$ cat config.mk
export PLATFORM = sky130hd
export DESIGN_NAME = mem_port_arbiter
export DESIGN_NICKNAME = d
export VERILOG_FILES = /design/src/rtl/npc_mem_pkg.sv /design/src/rtl/mem_rr_arbiter.sv /design/src/rtl/mem_port_arbiter.sv
export SDC_FILE = /design/constraint.sdc
export NUM_CORES = 1
export LEC_CHECK = 0
export ABC_CLOCK_PERIOD_IN_PS = 1800
export BUFFER_PORTS_ARGS = -buffer_cell sky130_fd_sc_hd__clkbuf_2
export CAP_MARGIN = 15
export CORE_AREA = 4 4 232 234
export CTS_CLUSTER_SIZE = 16
export DETAILED_ROUTE_END_ITERATION = 16
export DIE_AREA = 0 0 236 238
export PLACE_DENSITY_LB_ADDON = 0.1
export SYNTH_ARGS = -nofsm -noshare
export SYNTH_HDL_FRONTEND = slang
export SYNTH_SLANG_ARGS = --single-unit
$ cat constraint.sdc
create_clock -name clk -period 1.8 [get_ports clk]
set_input_delay 0.09 -clock clk [delete_from_list [all_inputs] [get_ports clk]]
set_output_delay 0.09 -clock clk [all_outputs]
set_load 0.02 [all_outputs]
$ cat src/rtl/npc_mem_pkg.sv
// Shared definitions for the NPC memory-port arbitration logic.
package npc_mem_pkg;

  typedef enum logic [1:0] {
    IDLE = 2'd0,
    WAIT = 2'd1,
    RESP = 2'd2
  } mem_state_e;

  localparam logic REQ_IFU = 1'b0;
  localparam logic REQ_LSU = 1'b1;

  localparam int unsigned DEF_ADDR_W = 64;
  localparam int unsigned DEF_DATA_W = 64;
  localparam int unsigned DEF_MASK_W = 8;

endpackage

$ cat src/rtl/mem_rr_arbiter.sv
// Two-way round-robin grant: a tie goes to whichever requester was not served last.
module mem_rr_arbiter
  import npc_mem_pkg::*;
(
  input  logic       ifu_valid,
  input  logic       lsu_valid,
  input  logic       last_grant,
  output logic [1:0] grant
);

  // One-hot grant, bit REQ_IFU / bit REQ_LSU
  always_comb begin
    grant = 2'b00;
    if (ifu_valid && lsu_valid) begin
      if (last_grant == REQ_LSU) begin
        grant = 2'b01;
      end else begin
        grant = 2'b10;
      end
    end else if (ifu_valid) begin
      grant = 2'b01;
    end else if (lsu_valid) begin
      grant = 2'b10;
    end else begin
      grant = 2'b00;
    end
  end

endmodule

$ cat src/rtl/mem_port_arbiter.sv
// Shares the single memory port between IFU and LSU, one transaction at a time,
// holding the address for MEM_LAT cycles before sampling read data or firing the write.
module mem_port_arbiter
  import npc_mem_pkg::*;
#(
  parameter int unsigned ADDR_W  = DEF_ADDR_W,
  parameter int unsigned DATA_W  = DEF_DATA_W,
  parameter int unsigned MASK_W  = DEF_MASK_W,
  parameter int unsigned MEM_LAT = 1
) (
  input  logic              clk,
  input  logic              rst_n,
  input  logic              ifu_req_valid,
  output logic              ifu_req_ready,
  input  logic [ADDR_W-1:0] ifu_addr,
  output logic              ifu_resp_valid,
  input  logic              ifu_resp_ready,
  output logic [DATA_W-1:0] ifu_rdata,
  input  logic              lsu_req_valid,
  output logic              lsu_req_ready,
  input  logic [ADDR_W-1:0] lsu_addr,
  input  logic              lsu_wen,
  input  logic [DATA_W-1:0] lsu_wdata,
  input  logic [MASK_W-1:0] lsu_wmask,
  output logic              lsu_resp_valid,
  input  logic              lsu_resp_ready,
  output logic [DATA_W-1:0] lsu_rdata,
  output logic [ADDR_W-1:0] mem_raddr,
  output logic [ADDR_W-1:0] mem_waddr,
  output logic [DATA_W-1:0] mem_wdata,
  output logic [MASK_W-1:0] mem_wmask,
  output logic              mem_wen,
  input  logic [DATA_W-1:0] mem_rdata
);

  localparam logic [3:0] CNT_LOAD = 4'(MEM_LAT - 1);

  mem_state_e        state_r, state_s;
  logic [3:0]        cnt_r;
  logic              last_grant_r;
  logic              owner_r;
  logic [ADDR_W-1:0] addr_r;
  logic              wen_r;
  logic [DATA_W-1:0] wdata_r;
  logic [MASK_W-1:0] wmask_r;
  logic [DATA_W-1:0] rdata_r;
  logic [1:0]        grant_s;
  logic              req_fire_s;
  logic              last_wait_s;
  logic              resp_fire_s;
  logic              in_wait_s;

  mem_rr_arbiter u_rr (
    .ifu_valid  (ifu_req_valid),
    .lsu_valid  (lsu_req_valid),
    .last_grant (last_grant_r),
    .grant      (grant_s)
  );

  // State register
  always_ff @(posedge clk or negedge rst_n) begin
    if (!rst_n) begin
      state_r <= IDLE;
    end else begin
      state_r <= state_s;
    end
  end

  // Next-state and request-side handshake decode
  always_comb begin
    state_s       = state_r;
    ifu_req_ready = 1'b0;
    lsu_req_ready = 1'b0;
    req_fire_s    = 1'b0;
    last_wait_s   = 1'b0;
    resp_fire_s   = 1'b0;
    case (state_r)
      IDLE: begin
        ifu_req_ready = grant_s[REQ_IFU];
        lsu_req_ready = grant_s[REQ_LSU];
        req_fire_s    = (ifu_req_valid && grant_s[REQ_IFU]) ||
                        (lsu_req_valid && grant_s[REQ_LSU]);
        if (req_fire_s) begin
          state_s = WAIT;
        end else begin
          state_s = IDLE;
        end
      end
      WAIT: begin
        if (cnt_r == 4'd0) begin
          last_wait_s = 1'b1;
          state_s     = RESP;
        end else begin
          state_s = WAIT;
        end
      end
      RESP: begin
        resp_fire_s = (owner_r == REQ_IFU) ? ifu_resp_ready : lsu_resp_ready;
        if (resp_fire_s) begin
          state_s = IDLE;
        end else begin
          state_s = RESP;
        end
      end
      default: begin
        state_s = IDLE;
      end
    endcase
  end

  // Transaction latch, latency counter, response capture and round-robin history
  always_ff @(posedge clk or negedge rst_n) begin
    if (!rst_n) begin
      cnt_r        <= 4'd0;
      last_grant_r <= REQ_LSU;
      owner_r      <= REQ_IFU;
      addr_r       <= {ADDR_W{1'b0}};
      wen_r        <= 1'b0;
      wdata_r      <= {DATA_W{1'b0}};
      wmask_r      <= {MASK_W{1'b0}};
      rdata_r      <= {DATA_W{1'b0}};
    end else if (req_fire_s) begin
      cnt_r <= CNT_LOAD;
      if (grant_s[REQ_LSU]) begin
        owner_r <= REQ_LSU;
        addr_r  <= lsu_addr;
        wen_r   <= lsu_wen;
        wdata_r <= lsu_wdata;
        wmask_r <= lsu_wmask;
      end else begin
        owner_r <= REQ_IFU;
        addr_r  <= ifu_addr;
        wen_r   <= 1'b0;
        wdata_r <= {DATA_W{1'b0}};
        wmask_r <= {MASK_W{1'b0}};
      end
    end else if (last_wait_s) begin
      rdata_r <= wen_r ? {DATA_W{1'b0}} : mem_rdata;
    end else if (in_wait_s) begin
      cnt_r <= cnt_r - 4'd1;
    end else if (resp_fire_s) begin
      last_grant_r <= owner_r;
    end else begin
      cnt_r <= cnt_r;
    end
  end

  // Memory-side outputs decode only registered state, so reset drops them at once
  assign in_wait_s      = (state_r == WAIT);
  assign mem_raddr      = in_wait_s ? addr_r  : {ADDR_W{1'b0}};
  assign mem_waddr      = in_wait_s ? addr_r  : {ADDR_W{1'b0}};
  assign mem_wdata      = in_wait_s ? wdata_r : {DATA_W{1'b0}};
  assign mem_wmask      = in_wait_s ? wmask_r : {MASK_W{1'b0}};
  assign mem_wen        = in_wait_s && (cnt_r == 4'd0) && wen_r;

  assign ifu_resp_valid = (state_r == RESP) && (owner_r == REQ_IFU);
  assign lsu_resp_valid = (state_r == RESP) && (owner_r == REQ_LSU);
  assign ifu_rdata      = ifu_resp_valid ? rdata_r : {DATA_W{1'b0}};
  assign lsu_rdata      = lsu_resp_valid ? rdata_r : {DATA_W{1'b0}};

endmodule

==> run_results.csv, run 1 <==
group,metric,value,unit
setup_path,r2r_cells,8,
grt,grt_pass1_wl,74700,um
floorplanning,rows,84,
setup_path,crit_slowest_cell,"dfrtp_1",
cells_and_area,drive_gt1_frac,0.481,
yosys,syn_nets,1341,
cells_and_area,fin_area,21800,sq um
clocking,cts_root_buf,"clkbuf_16",
cells_and_area,final_core_util,0.419,
timing,relSlewSlack,0.629,
pwr,powerDensity,1570,nW/um^2
clocking,cts_tree,"yes",
timing,worstMarginPinSlew,0.557,ns
grt,top_usage_layer,"met2",
yosys,synth.ff_latch_count,209,
clocking,cts_max_path_buffers,3,
floorplanning,start_util,0.214,
yosys,synth_edf_count,0,
cells_and_area,nets,2187,
grt,grt_pass1_vias,12100,
setup_path,path_max_fanout,6,
pwr,p_leak,10.5,nW
grt,grt_start_max_net_pins,69,
routing,vias,11400,
yosys,ys_seq_area_frac,0.470,
hold_path,hold_class,"in2reg",
setup_path,crit_type,"reg2out",
timing,final.setup.worst_slack,-0.258,ns
setup_path,cp_cell_sequence,"buf_6, nor2b_4, buf_12, buf_12, clkbuf_16, and2_4, clkbuf_8",
yosys,netlist_instances,1068,
floorplanning,die_y,238,um
floorplanning,io_pins,604,
timing,drv_slew,0,
routing,postRouteAntennaNets,0,
timing,rsz0062_at_grt,"true",
routing,drt_iter0_drc,480,
placement,dp_hpwl,33400,um
timing,clock_skew,0.0166,ns
yosys,ys_top_cells_by_area,"dfrtp_1 (47%), and2_1 (11%), mux2_1 (6.5%)",
timing,hold_slack,0.0453,ns
grt,grt_use_met3,0.0324,
cells_and_area,synthToLayoutAreaGrowth,95.7,%
setup_path,arrival,1.97,ns
timing,finalHoldViolCount,0,
routing,drtPass1Iterations,4,
timing,max_freq,486,MHz
timing,finalSetupTns,-65.34,ns
clocking,cts.sinks,209,
placement,place_area,14800,sq um
setup_path,cpMostUsedCell,"buf_12",
timing,setup_violations,383,
yosys,synth_top_area_frac,0.468,
yosys,yosys.area.top_type,"dfrtp_1",
hold_path,min_path_cells,4,
run_status,status,"finished, violations left",
floorplanning,die_area,56200,sq um
job,cap_violations,0,
yosys,synth_area,11100,sq um
yosys,synth_common_cells,"dfrtp_1 (208), and2_1 (201), o21ai_1 (76), a22o_1 (74), nor2b_1 (68)",
yosys,synthMostInstantiatedCell,"dfrtp_1",
run_status,violations,"negative setup slack",
clocking,clkLatencyLatePin,0.55,ns
floorplanning,coreArea,52000,sq um
cells_and_area,regArea,5240,sq um
grt,antenna_found_initial,1,
setup_path,worstPathRequired,1.71,ns
yosys,async_reset_ff_frac,1.00,
clocking,htreeDepth,1,
routing,drc,0,
grt,track_usage,0.170,
clocking,clk_pin_slew,0.06,ns
yosys,synth_ff_type,"dfrtp_1",
routing,routed_wl,54800,um
setup_path,cpPeakStageDelay,0.39,ns
clocking,numCtsBuffers,27,
cells_and_area,n_fill_cell,4924,
grt,gr-usage-met2,0.308,
routing,viasPerCell,4.36,
yosys,yosysUniqueCellTypes,27,
placement,portBuffers,603,
pwr,finalPower,34.3,mW
routing,wl_per_cell,20.9,um
grt,grt_overflow_total,0,
setup_path,endpoint_kind,"primary output",
placement,gp_congestion,0.780,
floorplanning,die_width,236,um
yosys,syn_avg_cell_area,10.4,sq um
pwr,ir_drop,0.840,mV
cells_and_area,multiInputGateArea,5570,sq um
timing,period_needed,2.06,ns
yosys,yosysWarningCount,0,
grt,use_met1,0.206,
timing,post-route-period-util,1.14,
setup_path,worstSetupStartpointType,"flip-flop",
[cells in the final DEF, fill, tap and decap left out, types with 61 or more instances in the layout]
master and count:
mux2i_1 67, buf_8 61, dlygate4sd3_1 265, clkbuf_2 328
a22o_1 74, dfrtp_1 205, and2_4 89, buf_6 91
nor2b_1 65, and2_1 112, buf_4 70, o21ai_1 76
[kinds of logic (layout without fill, tap and decap cells)]
kind of cell,Yosys count,in the layout,synth area share
flops,209,209,0.470
other cells,0,1,0
simple gates,348,348,0.195
mux,132,132,0.126
buf+inv,164,1029,0.0853
fa+ha+maj,2,2,0.00225
compound gates,213,213,0.122
[sequential cells by signal, summed over array words and instances, names as in the netlist]
signal / count
addr_r: 64
cnt_r: 4
last_grant_r: 1
owner_r: 1
rdata_r: 64
state_r: 2
wdata_r: 64
wen_r: 1
wmask_r: 8
[worst paths after layout]
path,startpoint,end,slack (ns)
setup / recovery,state_r[0]$_DFF_PN0_,mem_raddr[31],-0.26
hold / removal,lsu_addr[32],addr_r[32]$_DFFE_PN0P_,0.05
setup reg to reg,cnt_r[1]$_DFFE_PN0P_,rdata_r[37]$_DFFE_PN0P_,-0.10
hold reg to reg,addr_r[14]$_DFFE_PN0P_,addr_r[14]$_DFFE_PN0P_,0.49
max in group asynchronous,rst_n,wdata_r[27]$_DFFE_PN0P_,1.07
min in group asynchronous,rst_n,rdata_r[22]$_DFFE_PN0P_,0.09
[metal layers]
| metal | share of wire | up-vias |
|---|---|---|
| met5 | 0 | - |
| met4 | 0.027 | 0 |
| met3 | 0.050 | 77 |
| met2 | 0.52 | 427 |
| met1 | 0.41 | 5616 |
| li1 | - | 5304 |
[repair_timing]
action	4_1_cts	5_1_grt
pin swaps	49	19
hold buffers	265	0
endpoints found under the hold margin	409	0
resized for setup	367	501
gates cloned	12	19
endpoints found under the setup margin	384	452
buffers inserted	17	11
[layout make-up]
| type | instances | share of cell area |
|---|---|---|
| Timing Repair Buffer | 977 | 0.421 |
| Multi-Input combinational cell | 695 | 0.256 |
| Sequential cell | 209 | 0.240 |
| Tap cell | 688 | 0.0395 |
| Clock buffer | 37 | 0.0360 |
| Clock inverter | 11 | 0.00609 |
| Inverter | 4 | 0.000689 |
| Antenna cell | 1 | 0.000115 |
[metrics by stage]
step | worst slack, ns | instances
4_1_cts | -0.300 | 2593
5_1_grt | -0.341 | 2622
6_report | -0.258 | 2622
3_3_place_gp | 0.00248 | 2251
2_1_floorplan | 0.00445 | 1068
3_5_place_dp | -0.0324 | 2251
[critical path: cells and delay by family, from the launching register on]
family                 cells  cell delay, ns
AND/OR/NAND/NOR            2            0.29
buffers and inverters      5            0.73
flip-flops                 1            0.39
[power by group]
| part | internal (mW) | switching, mW |
|---|---|---|
| registers | 7.03 | 1.52 |
| logic | 10.3 | 9.78 |
| clock network | 3.44 | 2.16 |
| total | 20.8 | 13.5 |
(Power assumes the default switching activity.)
==> run 2, diff against run 1 <==
--- a/config.mk
+++ b/config.mk
@@ -7,11 +7,10 @@
 export LEC_CHECK = 0
 export ABC_CLOCK_PERIOD_IN_PS = 1800
 export BUFFER_PORTS_ARGS = -buffer_cell sky130_fd_sc_hd__clkbuf_2
-export CAP_MARGIN = 15
-export CORE_AREA = 4 4 232 234
+export CORE_AREA = 2 2 237 239
 export CTS_CLUSTER_SIZE = 16
 export DETAILED_ROUTE_END_ITERATION = 16
-export DIE_AREA = 0 0 236 238
+export DIE_AREA = 0 0 239 241
 export PLACE_DENSITY_LB_ADDON = 0.1
 export SYNTH_ARGS = -nofsm -noshare
 export SYNTH_HDL_FRONTEND = slang
==> run 2 against run 1 <==
The run still ends with negative setup slack left. Critical path depth increased by 2. Power decreased by 12%. First-iteration DRC count decreased by 24%. Cell count decreased by 0.38%. Setup slack got worse by 0.11 ns. Via count decreased by 2.5%. Fmax decreased by 4.9%. Combinational power decreased by 21%. Global-route usage decreased by 0.79 points. Largest cell class unchanged. Largest power group unchanged. Highest routed layer unchanged.
==> run_results.csv, run 2 (same netlist as run 1, synthesis figures left out) <==
group,metric,value,unit
run_status,status,"finished, violations left",
run_status,violations,"negative setup slack",
setup_path,crit_type,"reg2out",
setup_path,path_max_fanout,16,
grt,grt_overflow_total,0,
clocking,htreeDepth,1,
timing,final.setup.worst_slack,-0.365,ns
clocking,cts_max_path_buffers,3,
setup_path,worstPathBufferInverterCount,6,
grt,track_usage,0.162,
floorplanning,rows,86,
timing,worstMarginPinSlew,0.557,ns
pwr,ir_drop,0.912,mV
placement,place_area,14800,sq um
routing,drt_iter0_drc,363,
cells_and_area,final_common_cell,"clkbuf_2",
clocking,clk_pin_slew,0.06,ns
hold_path,hold_class,"in2reg",
setup_path,crit_slowest_cell,"dfrtp_1",
setup_path,cpLargestDelayFamily,"buffers and inverters",
floorplanning,coreArea,54900,sq um
hold_path,hold_end,"addr_r[1]$_DFFE_PN0P_",
setup_path,r2r-start,"cnt_r[0]$_DFFE_PN0P_",
placement,gp_congestion,0.749,
clocking,numCtsBuffers,27,
setup_path,cpPeakStageDelay,0.40,ns
timing,rsz0062_at_grt,"true",
setup_path,r2r_end,"rdata_r[3]$_DFFE_PN0P_",
timing,relSlewSlack,0.629,
setup_path,worstPathRequired,1.71,ns
floorplanning,die_y,241,um
setup_path,worstSetupStartpointType,"flip-flop",
timing,post-route-period-util,1.20,
grt,grt_pass1_wl,71000,um
timing,drv_slew,0,
hold_path,min_from,"ifu_addr[1]",
cells_and_area,nets,2159,
placement,portBuffers,603,
setup_path,cp_cell_sequence,"buf_6, buf_6, nand2b_4, nor2_4, buf_12, buf_12, clkbuf_16, and2_1, buf_2",
setup_path,r2r_setup_slack,-0.17,ns
grt,grt_start_max_net_pins,69,
cells_and_area,final_cell_mix,"clkbuf_2 (468), dlygate4sd3_1 (267), dfrtp_1 (206)",
clocking,clkLatencyLatePin,0.55,ns
setup_path,arrival,2.07,ns
cells_and_area,reg_top3,"addr_r x64, rdata_r x64, wdata_r x64",
grt,antenna_found_initial,2,
grt,grt_pass1_vias,11300,
timing,clock_skew,0.0135,ns
timing,max_freq,462,MHz
routing,drtPass1Iterations,6,
timing,finalSetupTns,-84.32,ns
routing,routed_wl,49700,um
setup_path,endpoint_kind,"primary output",
clocking,cts_tree,"yes",
routing,drc,0,
timing,period_needed,2.16,ns
timing,finalHoldViolCount,0,
cells_and_area,synthToLayoutAreaGrowth,77.9,%
cells_and_area,fin_area,19800,sq um
routing,vias,11100,
floorplanning,die_width,239,um
clocking,cts.sinks,209,
job,cap_violations,0,
routing,postRouteAntennaNets,0,
floorplanning,start_util,0.203,
routing,wl_per_cell,19.0,um
clocking,cts_root_buf,"clkbuf_16",
floorplanning,die_area,57600,sq um
routing,viasPerCell,4.26,
pwr,powerDensity,1530,nW/um^2
cells_and_area,drive_gt1_frac,0.409,
setup_path,r2r_cells,7,
placement,dp_hpwl,33200,um
pwr,p_leak,9.96,nW
placement,dpl_worst_slack,-0.0482,ns
floorplanning,io_pins,604,
timing,setup_violations,381,
hold_path,min_path_cells,4,
==> run 2: layout make-up <==
type,instances,area (sq um)
Timing Repair Buffer,949,7560
Clock inverter,7,164
Inverter,4,15.0
Sequential cell,209,5230
Fill cell,5614,35100
Clock buffer,43,816
Multi-Input combinational cell,695,5120
Tap cell,704,881
Antenna cell,1,2.50
==> run 2: worst register-to-register path: stages, from the launching register on <==
cell and delay (ns):
dfrtp_1 0.38, inv_2 0.07, ha_2 0.18, nand2b_1 0.07, or3_4 0.35, buf_4 0.18
bufbuf_16 0.30, mux2_1 0.31
==> run 2: worst max path at each step <==
| stage | start | end | slack [ns] | cells past startpoint |
|---|---|---|---|---|
| 2_1_floorplan | cnt_r[0]$_DFFE_PN0P_ | rdata_r[25]$_DFFE_PN0P_ | 0.004 | 7 |
| 3_3_place_gp | last_grant_r$_DFFE_PN1P_ | addr_r[1]$_DFFE_PN0P_ | -0.03 | 5 |
| 3_5_place_dp | last_grant_r$_DFFE_PN1P_ | addr_r[1]$_DFFE_PN0P_ | -0.05 | 5 |
| 4_1_cts | state_r[1]$_DFF_PN0_ | ifu_rdata[59] | -0.43 | 8 |
| 5_1_grt | state_r[0]$_DFF_PN0_ | ifu_rdata[52] | -0.45 | 8 |
| 6_report | state_r[1]$_DFF_PN0_ | ifu_rdata[43] | -0.36 | 9 |
==> run 2: per-stage QoR <==
stage	cells	utilization	total power, mW	hold slack (ns)
2_1_floorplan	1068	-	17.1	-0.206
3_3_place_gp	2270	0.271	21.8	0.0931
3_5_place_dp	2270	0.271	21.8	0.0961
4_1_cts	2606	0.354	30.3	0.0796
5_1_grt	2612	0.361	32.2	0.0781
6_report	2612	0.361	30.2	0.0935
==> run 2: repair_timing <==
item	in CTS	in global routing
endpoints found under the hold margin	411	0
cloned	10	2
buffers inserted	9	5
hold buffers	267	0
resized for setup	131	186
setup endpoints to repair	334	441
pin swaps	6	6
==> run 2: layer usage <==
| layer | track usage | vias up | share of wire |
|---|---|---|---|
| met3 | 0.0248 | 54 | 0.048 |
| met2 | 0.294 | 390 | 0.52 |
| met5 | 0 | - | 0 |
| li1 | - | 5234 | - |
| met1 | 0.201 | 5458 | 0.42 |
| met4 | 0.0362 | 0 | 0.019 |
==> run 2: power by group <==
group | internal, mW | switching [mW] | total, mW
logic | 7.25 | 8.50 | 15.8
clock network | 3.80 | 2.17 | 5.97
registers | 7.02 | 1.48 | 8.50
total | 18.1 | 12.1 | 30.2
